===== src/rtl/target_round_fsm_if.sv =====
`default_nettype none
// +----------------------------------------------------------------------------+
// | Interface : target_round_fsm_if                                            |
// | Purpose   : Round control inputs and target/result outputs of the reflex   |
// |             trainer game-logic stage. BEST_TIME_EN adds best_ms.           |
// | Revision  : 1.0  initial release                                           |
// +----------------------------------------------------------------------------+
interface target_round_fsm_if;
    logic        en;
    logic        btn;
    logic [9:0]  target_x;
    logic [9:0]  target_y;
    logic        target_visible;
    logic        result_valid;
    logic        hit;
    logic        early;
    logic [10:0] reaction_ms;
`ifdef BEST_TIME_EN
    logic [10:0] best_ms;
`endif

    // master drives the player controls; slave is the round FSM
    modport master (
        output en,
        output btn,
`ifdef BEST_TIME_EN
        input  best_ms,
`endif
        input  target_x,
        input  target_y,
        input  target_visible,
        input  result_valid,
        input  hit,
        input  early,
        input  reaction_ms
    );

    modport slave (
        input  en,
        input  btn,
`ifdef BEST_TIME_EN
        output best_ms,
`endif
        output target_x,
        output target_y,
        output target_visible,
        output result_valid,
        output hit,
        output early,
        output reaction_ms
    );
endinterface
`default_nettype wire


===== src/rtl/target_round_fsm.sv =====
`default_nettype none
// +----------------------------------------------------------------------------+
// | Module    : target_round_fsm                                               |
// | Purpose   : Timed reflex rounds: random wait, random target, reaction time.|
// |             Optional macro BEST_TIME_EN adds a best-reaction register.     |
// | Revision  : 1.0  initial release                                           |
// +----------------------------------------------------------------------------+
module target_round_fsm #(
    parameter int TICK_DIV     = 100000,
    parameter int H_ACTIVE     = 640,
    parameter int V_ACTIVE     = 480,
    parameter int TARGET_SIZE  = 32,
    parameter int MIN_DELAY_MS = 500,
    parameter int TIMEOUT_MS   = 1000,
    parameter int RESULT_MS    = 250
) (
    input wire                 clk,
    input wire                 rst,
    target_round_fsm_if.slave  bus
);
    localparam int          c_PW        = (TICK_DIV > 1) ? $clog2(TICK_DIV) : 1;
    localparam logic [c_PW-1:0] c_TICK_LAST = c_PW'(TICK_DIV - 1);
    localparam logic [9:0]  c_X_SPAN    = 10'(H_ACTIVE - TARGET_SIZE);
    localparam logic [9:0]  c_Y_SPAN    = 10'(V_ACTIVE - TARGET_SIZE);
    localparam logic [10:0] c_MIN_DELAY = 11'(MIN_DELAY_MS);
    localparam logic [10:0] c_TIMEOUT   = 11'(TIMEOUT_MS);
    localparam logic [10:0] c_RES_LEN   = 11'(RESULT_MS);
    localparam logic [10:0] c_MS_MAX    = 11'h7FF;
    localparam logic [15:0] c_SEED      = 16'hACE1;
    localparam logic [15:0] c_MASK      = 16'hB400;

    localparam logic [1:0]  c_IDLE      = 2'd0;
    localparam logic [1:0]  c_DELAY     = 2'd1;
    localparam logic [1:0]  c_SHOW      = 2'd2;
    localparam logic [1:0]  c_RESULT    = 2'd3;

    logic [1:0]      state_q, state_d;
    logic [15:0]     lfsr_q, lfsr_d;
    logic [c_PW-1:0] presc_q, presc_d;
    logic [10:0]     ms_q, ms_d;
    logic            first_q;
    logic [10:0]     delay_q, delay_d;
    logic [9:0]      tx_q, tx_d;
    logic [9:0]      ty_q, ty_d;
    logic            hit_q, hit_d;
    logic            early_q, early_d;
    logic [10:0]     react_q, react_d;

    logic            w_tick;
    logic [10:0]     w_ms_next;
    logic            w_entry;
    logic            w_delay_entry;
    logic            w_result_load;
    logic [9:0]      w_x_raw;
    logic [9:0]      w_y_raw;
    logic            w_visible;
    logic            w_result_valid;

    assign lfsr_d    = lfsr_q[0] ? ((lfsr_q >> 1) ^ c_MASK) : (lfsr_q >> 1);
    assign w_tick    = (presc_q == c_TICK_LAST);
    assign w_ms_next = (ms_q == c_MS_MAX) ? ms_q : ms_q + 11'd1;

    // State register
    always_ff @(posedge clk) begin
        if (rst) begin
            state_q <= c_IDLE;
        end else begin
            state_q <= state_d;
        end
    end

    // Next-state logic; en low always wins, then the press, then the timer
    always_comb begin
        state_d = state_q;
        case (state_q)
            c_IDLE: begin
                if (bus.en) state_d = c_DELAY;
            end
            c_DELAY: begin
                if (!bus.en)                              state_d = c_IDLE;
                else if (bus.btn)                         state_d = c_RESULT;
                else if (w_tick && w_ms_next >= delay_q)  state_d = c_SHOW;
            end
            c_SHOW: begin
                if (!bus.en)                              state_d = c_IDLE;
                else if (bus.btn)                         state_d = c_RESULT;
                else if (w_tick && w_ms_next >= c_TIMEOUT) state_d = c_RESULT;
            end
            default: begin
                if (!bus.en)                              state_d = c_IDLE;
                else if (w_tick && w_ms_next >= c_RES_LEN) state_d = c_DELAY;
            end
        endcase
    end

    // Output logic
    always_comb begin
        w_visible      = (state_q == c_SHOW);
        w_result_valid = (state_q == c_RESULT) && first_q;
    end

    assign w_entry       = (state_d != state_q);
    assign w_delay_entry = (state_d == c_DELAY) && (state_q != c_DELAY);
    assign w_result_load = (state_d == c_RESULT) && (state_q != c_RESULT);

    // Sample the LFSR value that is current during the first DELAY cycle
    assign w_x_raw = lfsr_d[15:6];
    assign w_y_raw = {1'b0, lfsr_d[8:0]};

    always_comb begin
        presc_d = presc_q + 1'b1;
        ms_d    = ms_q;
        if (w_entry) begin
            presc_d = '0;
            ms_d    = '0;
        end else if (w_tick) begin
            presc_d = '0;
            ms_d    = w_ms_next;
        end

        delay_d = delay_q;
        tx_d    = tx_q;
        ty_d    = ty_q;
        if (w_delay_entry) begin
            delay_d = c_MIN_DELAY + {1'b0, lfsr_d[9:0]};
            tx_d    = (w_x_raw >= c_X_SPAN) ? w_x_raw - c_X_SPAN : w_x_raw;
            ty_d    = (w_y_raw >= c_Y_SPAN) ? w_y_raw - c_Y_SPAN : w_y_raw;
        end

        hit_d   = hit_q;
        early_d = early_q;
        react_d = react_q;
        if (w_result_load) begin
            if (state_q == c_DELAY) begin
                hit_d   = 1'b0;
                early_d = 1'b1;
                react_d = '0;
            end else if (bus.btn) begin
                hit_d   = 1'b1;
                early_d = 1'b0;
                react_d = ms_q;
            end else begin
                hit_d   = 1'b0;
                early_d = 1'b0;
                react_d = c_TIMEOUT;
            end
        end
    end

    always_ff @(posedge clk) begin
        if (rst) begin
            lfsr_q  <= c_SEED;
            presc_q <= '0;
            ms_q    <= '0;
            first_q <= 1'b0;
            delay_q <= '0;
            tx_q    <= '0;
            ty_q    <= '0;
            hit_q   <= 1'b0;
            early_q <= 1'b0;
            react_q <= '0;
        end else begin
            lfsr_q  <= lfsr_d;
            presc_q <= presc_d;
            ms_q    <= ms_d;
            first_q <= w_entry;
            delay_q <= delay_d;
            tx_q    <= tx_d;
            ty_q    <= ty_d;
            hit_q   <= hit_d;
            early_q <= early_d;
            react_q <= react_d;
        end
    end

`ifdef BEST_TIME_EN
    logic [10:0] best_q;

    always_ff @(posedge clk) begin
        if (rst) begin
            best_q <= 11'h7FF;
        end else if (w_result_load && hit_d && (react_d < best_q)) begin
            best_q <= react_d;
        end
    end

    assign bus.best_ms = best_q;
`endif

    assign bus.target_x       = tx_q;
    assign bus.target_y       = ty_q;
    assign bus.target_visible = w_visible;
    assign bus.result_valid   = w_result_valid;
    assign bus.hit            = hit_q;
    assign bus.early          = early_q;
    assign bus.reaction_ms    = react_q;

endmodule
`default_nettype wire

===== src/flat_wrapper.sv =====
// flat-port wrapper written by rule: the top's interface ports become plain ports
module target_round_fsm_flat 
#(
    parameter int TICK_DIV     = 100000,
    parameter int H_ACTIVE     = 640,
    parameter int V_ACTIVE     = 480,
    parameter int TARGET_SIZE  = 32,
    parameter int MIN_DELAY_MS = 500,
    parameter int TIMEOUT_MS   = 1000,
    parameter int RESULT_MS    = 250
)
  (clk, rst, bus_en, bus_btn, bus_target_x, bus_target_y, bus_target_visible, bus_result_valid, bus_hit, bus_early, bus_reaction_ms);
  target_round_fsm_if bus_i ();
  input wire clk;
  input wire rst;
  input wire logic [$bits(bus_i.en)-1:0] bus_en;
  input wire logic [$bits(bus_i.btn)-1:0] bus_btn;
  output wire logic [$bits(bus_i.target_x)-1:0] bus_target_x;
  output wire logic [$bits(bus_i.target_y)-1:0] bus_target_y;
  output wire logic [$bits(bus_i.target_visible)-1:0] bus_target_visible;
  output wire logic [$bits(bus_i.result_valid)-1:0] bus_result_valid;
  output wire logic [$bits(bus_i.hit)-1:0] bus_hit;
  output wire logic [$bits(bus_i.early)-1:0] bus_early;
  output wire logic [$bits(bus_i.reaction_ms)-1:0] bus_reaction_ms;
  assign bus_i.en = bus_en;
  assign bus_i.btn = bus_btn;
  assign bus_target_x = bus_i.target_x;
  assign bus_target_y = bus_i.target_y;
  assign bus_target_visible = bus_i.target_visible;
  assign bus_result_valid = bus_i.result_valid;
  assign bus_hit = bus_i.hit;
  assign bus_early = bus_i.early;
  assign bus_reaction_ms = bus_i.reaction_ms;
  target_round_fsm #(.TICK_DIV(TICK_DIV), .H_ACTIVE(H_ACTIVE), .V_ACTIVE(V_ACTIVE), .TARGET_SIZE(TARGET_SIZE), .MIN_DELAY_MS(MIN_DELAY_MS), .TIMEOUT_MS(TIMEOUT_MS), .RESULT_MS(RESULT_MS)) u_core (.clk(clk), .rst(rst), .bus(bus_i));
endmodule

===== config.mk =====
export PLATFORM = sky130hd
export DESIGN_NAME = target_round_fsm_flat
export DESIGN_NICKNAME = d
export VERILOG_FILES = /design/src/rtl/target_round_fsm_if.sv /design/src/rtl/target_round_fsm.sv /design/src/flat_wrapper.sv
export SDC_FILE = /design/constraint.sdc
export NUM_CORES = 1
export LEC_CHECK = 0
export ABC_AREA = 1
export ABC_CLOCK_PERIOD_IN_PS = 3600
export CORE_AREA = 2 2 105 118
export DETAILED_ROUTE_END_ITERATION = 12
export DIE_AREA = 0 0 107 120
export MAX_ROUTING_LAYER = met4
export PLACE_DENSITY = 0.62
export SYNTH_ARGS = -nofsm -noshare
export SYNTH_HDL_FRONTEND = slang
export SYNTH_SLANG_ARGS = --single-unit

===== constraint.sdc =====
create_clock -name clk -period 3.6 [get_ports clk]
set_input_delay 0.72 -clock clk [delete_from_list [all_inputs] [get_ports clk]]
set_output_delay 0.72 -clock clk [all_outputs]
set_load 0.05 [all_outputs]

======== Word-level counts from Yosys, hierarchy flattened ========
Index checks and enable logic that the tools add are counted.
cells by class
  add/subtract/negate cells ............... 5
  $lt $le $gt $ge ......................... 5
  equal/unequal tests ..................... 10
  mux-type cells .......................... 19
  bitwise operators ....................... 1
  reductions and logical operators ........ 9
operators by type and width
  kind                                                    count
  two-way mux 11 bit                                      3
  two-way mux 10 bit                                      2
  two-way mux 2 bit                                       9
  adder 17 x 1 -> 17 bit (second input constant)          1
  equality test 17 bit (second input constant)            1
  two-way mux 16 bit                                      1
  adder 11 x 1 -> 11 bit (second input constant)          1
  adder 9 x 10 -> 11 bit (first input constant)           1
  equality test 11 bit (second input constant)            1
  >= comparator 11 x 10 -> 1 bit (second input constant)  1
  >= comparator 11 bit                                    1
  >= comparator 11 x 8 -> 1 bit (second input constant)   1
  >= comparator 10 bit (second input constant)            1
  subtractor 10 bit (second input constant)               1
  subtractor 9 x 9 -> 10 bit (second input constant)      1
  >= comparator 9 bit (second input constant)             1
  equality test 2 bit (second input constant)             3
  logical AND 1 bit                                       6
  one-hot mux 2 bit (3 select lines)                      1
  equality test 2 x 1 -> 1 bit (second input constant)    2
  NOT 3 -> 4 bit                                          1
  two-way mux 1 bit                                       3
  OR reduction 3 bit                                      1
  zero test 2 bit                                         1
  4 further kinds                                         4
word-level totals
  register bits ........................... 91
  input port bits ......................... 4

======== Logic depth before layout (Yosys ltp) ========
  depth after elaboration ................. 10
  gate-level depth with buffers ........... 27
  mapped depth without buffers ............ 26

======== Least setup slack after synthesis ========
No wires, ideal clock.
  path kind ............................... register to register
  from .................................... register u_core.ms_q[0]
  to ...................................... register u_core.presc_q[7]
  setup time .............................. 0.121 ns
  arrival time ............................ 2.911 ns
  setup slack ............................. 0.568 ns
  cell stages (with the launch flop) ...... 25
  buffers on the path ..................... 2
  period minus slack after synthesis ...... 3.032 ns
  path through ............................ dfxtp_1 ha_1 inv_2 nor2_4 nand3_2 buf_6 o21ai_1 inv_1 ha_1 nand4_1 nor3_1 nand3_1 nand2_1 inv_1 nand2_1 nand2_1 nand2_1 nand2_1 nand2_2 nand2_2 nand2_1 nand2_2 nand4_4 buf_6 nor2_4
on the way
  word-level cells in the longest chain between the ends .. 10
RTL lines
  item                                                                    line                                            text
  start: declaration                                                      target_round_fsm.sv:40                          logic [10:0] ms_q, ms_d;
  start signal: assignment                                                target_round_fsm.sv:165                         ms_q <= ms_d;
  adder 11 x 1 -> 11 bit or equality test 11 bit (tied branches)          target_round_fsm.sv:61                          assign w_ms_next = (ms_q == c_MS_MAX) ? ms_q : ms_q + 11'd1;
  two-way mux 11 bit *                                                    target_round_fsm.sv:61
  via u_core.w_ms_next[1]                                                 target_round_fsm.sv:50                          logic [10:0] w_ms_next;
  >= comparator 11 x 10 -> 1 bit or >= comparator 11 bit (tied branches)  target_round_fsm.sv:87, target_round_fsm.sv:82
  logical AND 1 bit (on tied branches)                                    target_round_fsm.sv:87, target_round_fsm.sv:82
  two-way mux 2 bit (on tied branches)                                    target_round_fsm.sv:87, target_round_fsm.sv:82
  two-way mux 2 bit (on tied branches)                                    target_round_fsm.sv:86, target_round_fsm.sv:81
  two-way mux 2 bit (on tied branches)                                    target_round_fsm.sv:85, target_round_fsm.sv:80
  one-hot mux 2 bit (3 select lines) *                                    target_round_fsm.sv:75                          case (state_q)
  != test 2 bit *                                                         target_round_fsm.sv:102                         assign w_entry = (state_d != state_q);
  OR reduction 3 bit (no line) *                                          -
  end signal: assignment                                                  target_round_fsm.sv:164                         presc_q <= presc_d;
  end: declaration                                                        target_round_fsm.sv:39                          logic [c_PW-1:0] presc_q, presc_d;
Mark *: on every way through the listed nets, which the timed path passes. The rest lies on a longest branch.
A chain may end at the register's enable or synchronous reset.

======== Worst setup path after layout ========
  from .................................... register u_core.ms_q[1]
  to ...................................... register u_core.tx_q[7] (netlist: u_core.bus.target_x[7])
on the way
  word-level cells in the longest chain between the ends .. 10
RTL lines
  item                                                                    line                                            text
  adder 11 x 1 -> 11 bit or equality test 11 bit (tied branches)          target_round_fsm.sv:61
  two-way mux 11 bit *                                                    target_round_fsm.sv:61
  via u_core.w_ms_next[1]                                                 target_round_fsm.sv:50
  >= comparator 11 x 10 -> 1 bit or >= comparator 11 bit (tied branches)  target_round_fsm.sv:87, target_round_fsm.sv:82
  logical AND 1 bit (on tied branches)                                    target_round_fsm.sv:87, target_round_fsm.sv:82
  two-way mux 2 bit (on tied branches)                                    target_round_fsm.sv:87, target_round_fsm.sv:82
  two-way mux 2 bit (on tied branches)                                    target_round_fsm.sv:86, target_round_fsm.sv:81
  two-way mux 2 bit (on tied branches)                                    target_round_fsm.sv:85, target_round_fsm.sv:80
  one-hot mux 2 bit (3 select lines) *                                    target_round_fsm.sv:75
  equality test 2 x 1 -> 1 bit *                                          target_round_fsm.sv:103                         assign w_delay_entry = (state_d == c_DELAY) && (state_q != c_DELAY);
  logical AND 1 bit *                                                     target_round_fsm.sv:103
  end signal: assignment                                                  target_round_fsm.sv:168                         tx_q <= tx_d;
  end: declaration                                                        target_round_fsm.sv:43                          logic [9:0] tx_q, tx_d;
Marks and branches as above.

==> impl_metrics.csv <==
group,metric,value,unit
outcome,status,"complete, no violations",
yosys,synthMuxAreaShare,0,%
clock_tree,tritoncts,"built",
finish,drive_above_1_share,10.65,%
detailed_routing,drtIter0Drc,170,
min_path,hold_class,"flip-flop to flip-flop",
clock_tree,numCtsBuffers,9,
global_route,grt_pass1_wl,17240,µm
die,core_area,11720,µm²
yosys,syn-instance-count,612,
yosys,synth_flop_cell,"dfxtp_1",
detailed_routing,vias,3828,
yosys,synth.yosys.warnings,0,
finish,multi_input_area,2271,µm²
worst_setup_path,r2r-end,"u_core.bus.target_x[7]$_SDFFE_PP0P_",
power,power_density,436.6,nW/µm²
detailed_routing,dr.pass1.iters,4,
job,cap_violations,0,
timing,period_minus_slack,3.162,ns
worst_setup_path,reg2reg_slack,0.44,ns
worst_setup_path,critPathCaptureType,"flip-flop",
power,clockPowerShare,40.1,%
power,comb_power_share,14.2,%
timing,maxSlewViolCount,0,
finish,seqCellArea,1785,µm²
global_route,grt_use_total,17.19,%
die,die-area,12840,µm²
clock_tree,clockBufferDepth,2,
yosys,yosysTopAreaCell,"dfxtp_1",
power,seqPwrFrac,45.7,%
yosys,postSynthAreaPerCell,7.293,µm²
yosys,yosys.area_share.simple,32.16,%
yosys,synth_nets,633,
die,rows,42,
timing,worst_slew_pin_slew,0.6463,ns
min_path,min_to,"u_core.lfsr_q[1]$_SDFF_PP0_",
timing,fin_worst_skew,0.006787,ns
die,io_pins,39,
yosys,synth_cell_type_count,36,
timing,fin_crit_sh,87.84,%
clock_tree,clock_latency,0.34,ns
worst_setup_path,r2r-start,"u_core.ms_q[1]$_SDFFE_PP0P_",
yosys,synth-compound-area-share,8.438,%
worst_setup_path,cp-start-kind,"flip-flop",
yosys,ys_ff_latch,89,
finish,num-fill-cells,1191,
worst_setup_path,path_class,"flip-flop to flip-flop",
power,p_switching,0.6459,mW
yosys,ys_top_cells_by_area,"dfxtp_1, nand2_1, nor2_1",
placement,port_buffers,38,
global_route,grt_max_degree,32,
worst_setup_path,required,3.83,ns
finish,diodes,0,
yosys,synth_xor_area_share,5.102,%
worst_setup_path,reg2regPathDepth,25,
worst_setup_path,cp_max_fo,17,
placement,dpl.hpwl,7179,µm
min_path,worstHoldStart,"u_core.lfsr_q[2]$_SDFF_PP0_",
yosys,synthesis.area,4463,µm²
timing,relSlewSlack,56.86,%
placement,gp_congestion,0.9265,
finish,syn2layout_area_growth,19.82,%
yosys,synth_edf_count,0,
yosys,async_reset_ff_share,0,%
yosys,yosysMostFrequentCell,"nand2_1",
global_route,gr-total-overflow,0,
power,p_int,1.689,mW
die,fp.dieW,107,µm
timing,rsz0062_at_grt,"false",
power,leakagePower,2.254,nW
placement,dpl.cell_count,790,
clock_tree,clock_sinks,89,
detailed_routing,routed_via_density,4.720,
global_route,antenna_found_initial,0,
yosys,synth_fa_ha_area_share,4.766,%
clock_tree,htree_levels,3,
timing,holdWs,0.4350,ns
clock_tree,cts_root_buf,"clkbuf_16",
timing,setup_viol,0,
global_route,grt_pass1_vias,3824,
power,switching_share,27.67,%
yosys,seq_area_frac_synth,39.92,%
detailed_routing,ant_nets,0,
finish,fin_util,45.63,%
timing,finalSetupTns,0,ns
clock_tree,cts.reportedPaths.clkPinSlew,0.07,ns
finish,instances_no_fill,811,
power,ir_drop,0.0002443,V
finish,nets,673,
yosys,synth_common_cells,"nand2_1, dfxtp_1, nor2_1",
die,initial_core_util,38.08,%
detailed_routing,drc,0,
worst_setup_path,arrival,3.39,ns
detailed_routing,wirelength,9888,µm
yosys,synth_top_family_by_area,"simple AND/OR/NAND/NOR gates",
die,die_h,120,µm
yosys,synth_top_area_share,39.92,%
min_path,whs_path_depth,2,
detailed_routing,routedWlPerCell,12.19,µm
timing,hold_viol,0,
timing,fmax,316.2,MHz
-- metal layers --
layer / up-vias / share of wire (%) / global-route usage (%)
met2: 63 / 48 / 29.14
li1: 2005 / - / -
met1: 1739 / 46 / 19.99
met4: 0 / 2.4 / 7.224
met5: - / 0 / -
met3: 21 / 2.7 / 3.042
-- final cells by class --
type,instances,share of cell area (%)
well taps,154,3.603
flip-flops and latches,89,33.39
clock buffers,10,4.282
repair buffers,51,9.406
clock inverters,6,1.240
multi-input cells,421,42.47
inverters,80,5.615
-- stage by stage --
step / setup WS, ns / power [mW] / area [µm²]
after CTS: 0.08335 / 2.353 / 5295
after floorplan: 0.5683 / 1.322 / 4463
after detailed placement: -0.007420 / 1.412 / 4980
after global placement: 0.1942 / 1.405 / 4980
final: 0.4379 / 2.335 / 5348
after global routing: 0.06907 / 2.443 / 5348
-- critical path, stage by stage (launching register included) --
cell,delay (ns)
dfxtp_2,0.40
ha_4,0.19
inv_2,0.05
nor2_4,0.12
nand3_2,0.19
o21ai_2,0.21
inv_1,0.06
ha_1,0.28
nand3b_1,0.08
nand2_1,0.06
a21oi_1,0.13
nand2_1,0.07
nand2_1,0.06
nand2_1,0.05
nand2_1,0.05
nand2_1,0.06
nand2_1,0.06
nand2_1,0.06
nand2_1,0.08
nand2_2,0.10
nand2_2,0.11
nand3_4,0.19
nand2_2,0.18
inv_2,0.09
nand2_1,0.06
nand2_1,0.04
-- placed cells by master (no fill, tap or decap), drive strengths merged --
cell | synthesis | final
nor3 | 9 | 9
clkbuf | 9 | 10
a21oi | 31 | 31
nor4 | 3 | 3
dfxtp | 89 | 89
buf | 13 | 13
clkdlybuf4s50 | 0 | 38
nand2 | 143 | 143
xnor2 | 7 | 7
o31ai | 1 | 1
nand3 | 32 | 32
ha | 17 | 17
a311oi | 1 | 1
bufinv | 0 | 1
nand4 | 12 | 12
nor4b | 1 | 1
o211ai | 1 | 1
xor2 | 19 | 19
o21ai | 38 | 38
inv | 79 | 81
clkinv | 1 | 4
or2 | 2 | 2
nor2 | 102 | 102
a211oi | 1 | 1
nand3b | 1 | 1
-- flip-flops by register name (all words and copies together), names as in the netlist, 2 cells and up --
signal / flops
u_core.delay_q: 11
u_core.presc_q: 17
u_core.bus.reaction_ms: 11
u_core.bus.target_x: 10
u_core.ms_q: 11
u_core.lfsr_q: 16
u_core.state_q: 2
u_core.bus.target_y: 8
-- power by group through the flow --
| stage | clock (mW) | combinational, mW | sequential [mW] |
|---|---|---|---|
| CTS | 0.957 | 0.329 | 1.07 |
| finish | 0.937 | 0.331 | 1.07 |
| floorplan | 0 | 0.174 | 1.15 |
| detailed placement | 0 | 0.323 | 1.09 |
| global placement | 0 | 0.318 | 1.09 |
| global route | 1.00 | 0.369 | 1.07 |
-- cell families (layout without fill, tap and decap cells) --
kind of cell / count (synthesis) / count (layout)
adders and majority gates: 17 / 17
buffers and inverters: 102 / 147
and+or+nand+nor: 305 / 305
xor gates and xnor gates: 26 / 26
AOI/OAI and AO/OA: 73 / 73
DFF: 89 / 89
-- worst max path at each step --
stage / from / to / slack, ns / depth (start not counted)
after floorplan: u_core.ms_q[0]$_SDFFE_PP0P_ / u_core.presc_q[7]$_SDFF_PP0_ / 0.57 / 24
after global placement: u_core.ms_q[0]$_SDFFE_PP0P_ / u_core.presc_q[15]$_SDFF_PP0_ / 0.19 / 24
after detailed placement: u_core.ms_q[0]$_SDFFE_PP0P_ / u_core.presc_q[15]$_SDFF_PP0_ / -0.007 / 24
after CTS: u_core.ms_q[0]$_SDFFE_PP0P_ / u_core.bus.target_x[7]$_SDFFE_PP0P_ / 0.08 / 25
after global routing: u_core.ms_q[0]$_SDFFE_PP0P_ / u_core.bus.target_x[7]$_SDFFE_PP0P_ / 0.07 / 23
final: u_core.ms_q[1]$_SDFFE_PP0P_ / u_core.bus.target_x[7]$_SDFFE_PP0P_ / 0.44 / 25
-- timing repair --
item / 4_1_cts / 5_1_grt
setup buffers: 1 / 4
pin swaps: 0 / 1
hold buffers: 0 / 0
endpoints found under the setup margin: 8 / 69
resized for setup: 0 / 7
No activity file was read; power rests on OpenSTA's default activity.
